$ cat src/rtl/vec_ctrl_pkg.sv
// ============================================================================
// vec_ctrl_pkg : shared encodings for the vector sequencer control unit
// Revision 1.0
// ============================================================================
`default_nettype none

package vec_ctrl_pkg;

  typedef enum logic [1:0] {
    IDLE = 2'd0,
    MEM  = 2'd1,
    DOT  = 2'd2,
    WB   = 2'd3
  } seq_state_t;

  localparam logic [1:0] OP_DP  = 2'b00;
  localparam logic [1:0] OP_MEM = 2'b01;
  localparam logic [1:0] OP_BR  = 2'b10;
  localparam logic [1:0] OP_VEC = 2'b11;

  localparam logic [3:0] VSUB_DOT = 4'd1;
  localparam logic [3:0] VSUB_MUV = 4'd2;
  localparam logic [3:0] VSUB_LDV = 4'd3;

  localparam logic [1:0] ALU_ADD = 2'b00;
  localparam logic [1:0] ALU_SUB = 2'b01;
  localparam logic [1:0] ALU_AND = 2'b10;
  localparam logic [1:0] ALU_ORR = 2'b11;

endpackage

`default_nettype wire

$ cat src/rtl/scalar_main_decoder.sv
// ============================================================================
// scalar_main_decoder : single-cycle main + ALU decode for scalar instructions
// Revision 1.0
// ============================================================================
`default_nettype none

module scalar_main_decoder
  import vec_ctrl_pkg::*;
(
  input  logic       en_i,
  input  logic [1:0] Op_i,
  input  logic [5:0] Funct_i,
  input  logic [3:0] Rd_i,
  output logic [1:0] RegSrc_o,
  output logic [1:0] ImmSrc_o,
  output logic [1:0] ALUControl_o,
  output logic [1:0] FlagW_o,
  output logic       ALUSrc_o,
  output logic       MemtoReg_o,
  output logic       RegW_o,
  output logic       MemW_o,
  output logic       Branch_o,
  output logic       link_o,
  output logic       NoWrite_o,
  output logic       PCS_o
);

  logic alu_op;

  always_comb begin
    RegSrc_o     = 2'b00;
    ImmSrc_o     = 2'b00;
    ALUControl_o = ALU_ADD;
    FlagW_o      = 2'b00;
    ALUSrc_o     = 1'b0;
    MemtoReg_o   = 1'b0;
    RegW_o       = 1'b0;
    MemW_o       = 1'b0;
    Branch_o     = 1'b0;
    link_o       = 1'b0;
    NoWrite_o    = 1'b0;
    alu_op       = 1'b0;

    if (en_i) begin
      case (Op_i)
        OP_DP: begin
          RegW_o   = 1'b1;
          ALUSrc_o = Funct_i[5];
          alu_op   = 1'b1;
        end
        OP_MEM: begin
          ImmSrc_o = 2'b01;
          ALUSrc_o = 1'b1;
          if (Funct_i[0]) begin
            MemtoReg_o = 1'b1;
            RegW_o     = 1'b1;
          end else begin
            RegSrc_o = 2'b10;
            MemW_o   = 1'b1;
          end
        end
        OP_BR: begin
          RegSrc_o = 2'b01;
          ImmSrc_o = 2'b10;
          ALUSrc_o = 1'b1;
          Branch_o = 1'b1;
          link_o   = Funct_i[4];
        end
        default: ;
      endcase
    end

    if (alu_op) begin
      case (Funct_i[4:1])
        4'b0100: ALUControl_o = ALU_ADD;
        4'b0010: ALUControl_o = ALU_SUB;
        4'b0000: ALUControl_o = ALU_AND;
        4'b1100: ALUControl_o = ALU_ORR;
        4'b1010: begin
          ALUControl_o = ALU_SUB;
          NoWrite_o    = 1'b1;
        end
        default: ALUControl_o = ALU_ADD;
      endcase
      // Only arithmetic ops update the carry/overflow half of the flags
      FlagW_o = {Funct_i[0],
                 Funct_i[0] & ((ALUControl_o == ALU_ADD) | (ALUControl_o == ALU_SUB))};
    end

    PCS_o = (Rd_i == 4'hF) & RegW_o;
  end

endmodule

`default_nettype wire

$ cat src/rtl/vector_sequencer_control_unit.sv
// ============================================================================
// vector_sequencer_control_unit : scalar decode plus lane-by-lane DOT/LDV/STV sequencer
// Revision 1.0
// ============================================================================
`default_nettype none

module vector_sequencer_control_unit
  import vec_ctrl_pkg::*;
#(
  parameter  int LANES = 4,
  localparam int IDX_W = (LANES > 1) ? $clog2(LANES) : 1
) (
  input  logic             clk_i,
  input  logic             reset_i,
  input  logic             instr_valid_i,
  input  logic             cond_ex_i,
  input  logic [1:0]       Op_i,
  input  logic [5:0]       Funct_i,
  input  logic [3:0]       Rd_i,
  input  logic             IndexSelect_i,
  input  logic             mem_ack_i,
  output logic [1:0]       RegSrc_o,
  output logic [1:0]       ImmSrc_o,
  output logic [1:0]       ALUControl_o,
  output logic [1:0]       FlagW_o,
  output logic             ALUSrc_o,
  output logic             MemtoReg_o,
  output logic             RegW_o,
  output logic             MemW_o,
  output logic             Branch_o,
  output logic             link_o,
  output logic             NoWrite_o,
  output logic             PCS_o,
  output logic             IndexReg_o,
  output logic             isDot_o,
  output logic             MemWriteV_o,
  output logic             RegWriteV_o,
  output logic             RegWriteVV_o,
  output logic             mem_req_o,
  output logic [IDX_W-1:0] lane_idx_o,
  output logic             dot_acc_clr_o,
  output logic             dot_acc_en_o,
  output logic             stall_o,
  output logic             busy_o,
  output logic             done_o
);

  localparam logic [IDX_W-1:0] LAST_LANE = IDX_W'(LANES - 1);

  seq_state_t       state_q, state_d;
  logic [IDX_W-1:0] lane_q, lane_d;
  logic             is_ldv_q, is_ldv_d;
  logic             idx_sel_q, idx_sel_d;

  logic [3:0] sub_op;
  logic       vec_go, start_dot, start_mem, muv;
  logic       muv_alusrc, muv_regsrc0;
  logic       dec_alusrc;
  logic [1:0] dec_regsrc;

  assign sub_op    = Funct_i[4:1];
  assign vec_go    = instr_valid_i & cond_ex_i & (Op_i == OP_VEC) & (state_q == IDLE);
  assign start_dot = vec_go & (sub_op == VSUB_DOT);
  assign muv       = vec_go & (sub_op == VSUB_MUV);
  assign start_mem = vec_go & (sub_op != VSUB_DOT) & (sub_op != VSUB_MUV);

  scalar_main_decoder u_dec (
    .en_i         (instr_valid_i & (state_q == IDLE) & ~reset_i),
    .Op_i         (Op_i),
    .Funct_i      (Funct_i),
    .Rd_i         (Rd_i),
    .RegSrc_o     (dec_regsrc),
    .ImmSrc_o     (ImmSrc_o),
    .ALUControl_o (ALUControl_o),
    .FlagW_o      (FlagW_o),
    .ALUSrc_o     (dec_alusrc),
    .MemtoReg_o   (MemtoReg_o),
    .RegW_o       (RegW_o),
    .MemW_o       (MemW_o),
    .Branch_o     (Branch_o),
    .link_o       (link_o),
    .NoWrite_o    (NoWrite_o),
    .PCS_o        (PCS_o)
  );

  assign ALUSrc_o   = dec_alusrc | muv_alusrc;
  assign RegSrc_o   = dec_regsrc | {1'b0, muv_regsrc0};
  assign lane_idx_o = reset_i ? '0 : lane_q;
  assign busy_o     = (state_q != IDLE) & ~reset_i;

  always_ff @(posedge clk_i) begin
    if (reset_i) begin
      state_q   <= IDLE;
      lane_q    <= '0;
      is_ldv_q  <= 1'b0;
      idx_sel_q <= 1'b0;
    end else begin
      state_q   <= state_d;
      lane_q    <= lane_d;
      is_ldv_q  <= is_ldv_d;
      idx_sel_q <= idx_sel_d;
    end
  end

  always_comb begin
    state_d       = state_q;
    lane_d        = lane_q;
    is_ldv_d      = is_ldv_q;
    idx_sel_d     = idx_sel_q;
    IndexReg_o    = 1'b0;
    isDot_o       = 1'b0;
    MemWriteV_o   = 1'b0;
    RegWriteV_o   = 1'b0;
    RegWriteVV_o  = 1'b0;
    mem_req_o     = 1'b0;
    dot_acc_clr_o = 1'b0;
    dot_acc_en_o  = 1'b0;
    stall_o       = 1'b0;
    done_o        = 1'b0;
    muv_alusrc    = 1'b0;
    muv_regsrc0   = 1'b0;

    case (state_q)
      IDLE: begin
        lane_d = '0;
        if (start_mem) begin
          state_d  = MEM;
          is_ldv_d = (sub_op == VSUB_LDV);
          stall_o  = 1'b1;
        end else if (start_dot) begin
          state_d       = DOT;
          idx_sel_d     = IndexSelect_i;
          IndexReg_o    = IndexSelect_i;
          dot_acc_clr_o = 1'b1;
          stall_o       = 1'b1;
        end else if (muv) begin
          RegWriteV_o = 1'b1;
          muv_alusrc  = Funct_i[5];
          muv_regsrc0 = 1'b1;
        end
      end
      MEM: begin
        mem_req_o = 1'b1;
        stall_o   = 1'b1;
        if (mem_ack_i) begin
          RegWriteVV_o = is_ldv_q;
          MemWriteV_o  = ~is_ldv_q;
          if (lane_q == LAST_LANE) begin
            state_d = IDLE;
            lane_d  = '0;
            done_o  = 1'b1;
            stall_o = 1'b0;
          end else begin
            lane_d = lane_q + 1'b1;
          end
        end
      end
      DOT: begin
        isDot_o      = 1'b1;
        dot_acc_en_o = 1'b1;
        IndexReg_o   = idx_sel_q;
        stall_o      = 1'b1;
        if (lane_q == LAST_LANE) begin
          state_d = WB;
          lane_d  = '0;
        end else begin
          lane_d = lane_q + 1'b1;
        end
      end
      WB: begin
        RegWriteV_o = 1'b1;
        IndexReg_o  = idx_sel_q;
        done_o      = 1'b1;
        state_d     = IDLE;
      end
      default: state_d = IDLE;
    endcase

    // Quiet every sequencer output while reset is held, even mid-sequence
    if (reset_i) begin
      IndexReg_o    = 1'b0;
      isDot_o       = 1'b0;
      MemWriteV_o   = 1'b0;
      RegWriteV_o   = 1'b0;
      RegWriteVV_o  = 1'b0;
      mem_req_o     = 1'b0;
      dot_acc_clr_o = 1'b0;
      dot_acc_en_o  = 1'b0;
      stall_o       = 1'b0;
      done_o        = 1'b0;
      muv_alusrc    = 1'b0;
      muv_regsrc0   = 1'b0;
    end
  end

endmodule

`default_nettype wire

$ cat config.mk
export PLATFORM = sky130hd
export DESIGN_NAME = vector_sequencer_control_unit
export DESIGN_NICKNAME = d
export VERILOG_FILES = /design/src/rtl/vec_ctrl_pkg.sv /design/src/rtl/scalar_main_decoder.sv /design/src/rtl/vector_sequencer_control_unit.sv
export SDC_FILE = /design/constraint.sdc
export NUM_CORES = 1
export LEC_CHECK = 0
export BUFFER_PORTS_ARGS = -buffer_cell sky130_fd_sc_hd__buf_2
export CORE_UTILIZATION = 45
export CTS_BUF_LIST = sky130_fd_sc_hd__clkbuf_4
export DETAILED_ROUTE_END_ITERATION = 12
export GPL_ROUTABILITY_DRIVEN = 0
export PLACE_DENSITY = 0.9
export SLEW_MARGIN = 30
export SYNTH_ARGS = -nofsm -noshare
export SYNTH_HDL_FRONTEND = slang
export SYNTH_SLANG_ARGS = --single-unit
$ cat constraint.sdc
create_clock -name clk_i -period 2 [get_ports clk_i]
set_clock_uncertainty 0.05 [all_clocks]
set_input_delay 0.1 -clock clk_i [delete_from_list [all_inputs] [get_ports clk_i]]
set_output_delay 0.1 -clock clk_i [all_outputs]
set_load 0.005 [all_outputs]
==> metrics.yaml <==
status:
  status: "finished, final reports clean"
global_route:
  grt_usage: 0.231
  grt_max_degree: 21
  grt_pass1_vias: 864
  antenna_found_initial: 0
  grt_pass1_wl_mm: 3.48
  grt_overflow_total: 0
sta:
  fmax_mhz: 512
  finalSetupTns_ns: 0
  timing.final.hold_violations: 0
  period_share: 0.977
  maxSlewHeadroom: 0.724
  drv_slew: 0
  layout_min_cycle_time_ns: 1.95
  tightest_slew_ns: 0.409
  setup_violations: 0
  timing.hold.ws_ns: 0.167
die:
  dieArea_um2: 2040
  io_pins: 47
  die_width_um: 45.2
  initial_utilization: 0.481
  core_area_um2: 1750
  num_rows: 15
  die_h_um: 45.2
synth:
  synth_compound_area_frac: 0.174
  synth_warnings: 0
  ys_top_cells_by_area: "ha_1 19%, dfxtp_1 14%, nor2_1 6.7%"
  syn_inst: 115
  ys_seq_area_frac: 0.143
  synth_top_area_frac: 0.194
  synth_largest_area_cell: "ha_1"
  synth_edf_count: 0
  synthArstFlopShare: 0
  synthMuxAreaShare: 0.0358
  ys_ff_latch: 6
  synth.net_count: 146
  synth.most_common_cell: "nor2_1"
  synth_xor_area_frac: 0.0104
  yosys.area_share.simple: 0.374
  synth_fa_ha_area_frac: 0.194
  synthTopCellsByCount: "15 x nor2_1, 13 x ha_1, 8 x nand2_1, 7 x inv_1, 7 x nor2b_1"
  synth_flop_cell: "dfxtp_1"
  synth_area_um2: 840
  synth_top_family_by_area: "simple AND/OR/NAND/NOR gates"
  synth_cell_types: 38
  syn_avg_cell_area_um2: 7.30
worst_setup_path:
  criticalPathCategory: "flop to output port"
  r2r-start: "state_q[0]"
  r2r_slack_ns: 0.27
  worst_r2r_endpoint: "state_q[0]"
  cp_top_family: "simple AND/OR/NAND/NOR gates"
  crit_required_ns: 1.85
  crit_chain: "inv_2 > ha_4 > nand4_1 > or4_4 > a21bo_1 > a22o_2 > buf_2"
  critPathLaunchType: "flop"
  critPathMaxStageDelay_ns: 0.45
  crit_path_max_fanout: 6
  critical_path_buf_inv_count: 2
  reg2regPathDepth: 7
  arrival_ns: 1.80
  cp_slowest_cell: "or4_4"
  worstSetupEndpointType: "output port"
route:
  final_antenna_net_count: 0
  via_per_inst: 5.42
  drtPass1Iterations: 4
  first_iter_violations: 46
  drc: 0
  routedWlPerCell_um: 13.2
  drt-total-wl_mm: 2.51
  routed-via-count: 1029
final_layout:
  nets: 198
  fin_cells: 190
  drive_gt1_frac: 0.400
  fill_cells: 145
  areaGrowthSynthToFinish_pct: 39.9
  n_antenna_cell: 0
hold_path:
  hold_depth: 4
  holdPathEnd: "idx_sel_q"
  min-delay-path-class: "primary input to flop"
  min-delay-start: "IndexSelect_i"
placed_design:
  dpl.hpwl_mm: 1.77
  portBuffers: 46
  dp.cells: 181
clock_network:
  cts_tree: "built"
  root_buffer: "clkbuf_4"
  clk_pin_slew_worst_paths_ns: 0.05
  clockBufferDepth: 2
  clkSinkCount: 6
  cts_buffers: 3
  clkLatencyLatePin_ns: 0.26
  htreeDepth: 1
run:
  cap_violations: 0
power:
  p_leak_nw: 0.660
  finalPower_mw: 0.497
  powerDensity_nw_per_um2: 423
  ir_drop_mv: 0.520
layout make-up:
class | instances | area (µm²) | area share
Clock buffer | 3 | 22.5 | 0.0192
Sequential cell | 6 | 125 | 0.106
Timing Repair Buffer | 53 | 283 | 0.241
Tap cell | 25 | 31.3 | 0.0266
Inverter | 7 | 28.8 | 0.0245
Multi-Input combinational cell | 96 | 684 | 0.583
cell usage in the layout, fill, tap and decap left out, types with 4 or more instances in the layout:
| cell | n |
|---|---|
| buf_2 | 46 |
| nor2_1 | 14 |
| ha_1 | 12 |
| nand2_1 | 8 |
| nor2b_1 | 7 |
| buf_4 | 7 |
| inv_1 | 5 |
| and3_1 | 5 |
| a21oi_1 | 5 |
| o21ai_0 | 5 |
| and2_1 | 4 |
| dfxtp_1 | 4 |
worst min-delay path: stages:
cell	delay, ns
buf_2	0.10
inv_1	0.05
or2_4	0.11
a21oi_1	0.06
registers in the layout (all words and copies together), names as in the netlist:
register	count
lane_q	2
state_q	2
idx_sel_q	1
is_ldv_q	1
cells by family (layout without fill, tap and decap cells):
group,Yosys count,in the layout
AO/OA/AOI/OAI,22,22
XOR/XNOR,1,1
adder cells (fa/ha/maj),13,13
buffers and inverters,13,63
flip-flops,6,6
multiplexers,3,3
AND/OR/NAND/NOR,57,57
worst max path at each step:
stage | start | to | slack [ns] | depth (start not counted)
CTS | state_q[0] | ALUSrc_o | 0.02 | 7
floorplan | state_q[1] | ALUSrc_o | 0.29 | 6
global route | state_q[1] | NoWrite_o | -0.06 | 7
global placement | state_q[1] | IndexReg_o | 0.18 | 7
finish | state_q[1] | ALUSrc_o | 0.05 | 7
detailed placement | state_q[1] | IndexReg_o | 0.09 | 7
metal layers:
metal	up-vias	routed length, µm	share of wire	global-route usage
li1	503	-	-	-
met1	483	985	0.39	0.263
met2	35	1340	0.53	0.423
met3	8	131	0.052	0.0600
met4	0	58	0.023	0.0545
met5	-	0	0	0
where the power goes:
group / internal [mW] / total [mW] / switching [mW]
combinational: 0.108 / 0.234 / 0.127
sequential: 0.132 / 0.145 / 0.0131
clock: 0.0683 / 0.118 / 0.0497
total: 0.308 / 0.497 / 0.190
per-stage QoR:
| step | worst slack (ns) | instance area (µm²) | util |
|---|---|---|---|
| 6_report | 0.0467 | 1170 | 0.673 |
| 5_1_grt | -0.0551 | 1170 | 0.673 |
| 4_1_cts | 0.0202 | 1140 | 0.653 |
| 3_5_place_dp | 0.0900 | 1080 | 0.617 |
| 3_3_place_gp | 0.179 | 1080 | 0.617 |
| 2_1_floorplan | 0.285 | 840 | - |
timing repair:
item	4_1_cts	5_1_grt
hold buffers	0	0
resized for setup	5	6
endpoints found under the setup margin	4	4
pin swaps	0	3
setup buffers	3	3
gates cloned	0	0
Note: power is estimated with default switching activity, not from simulation.
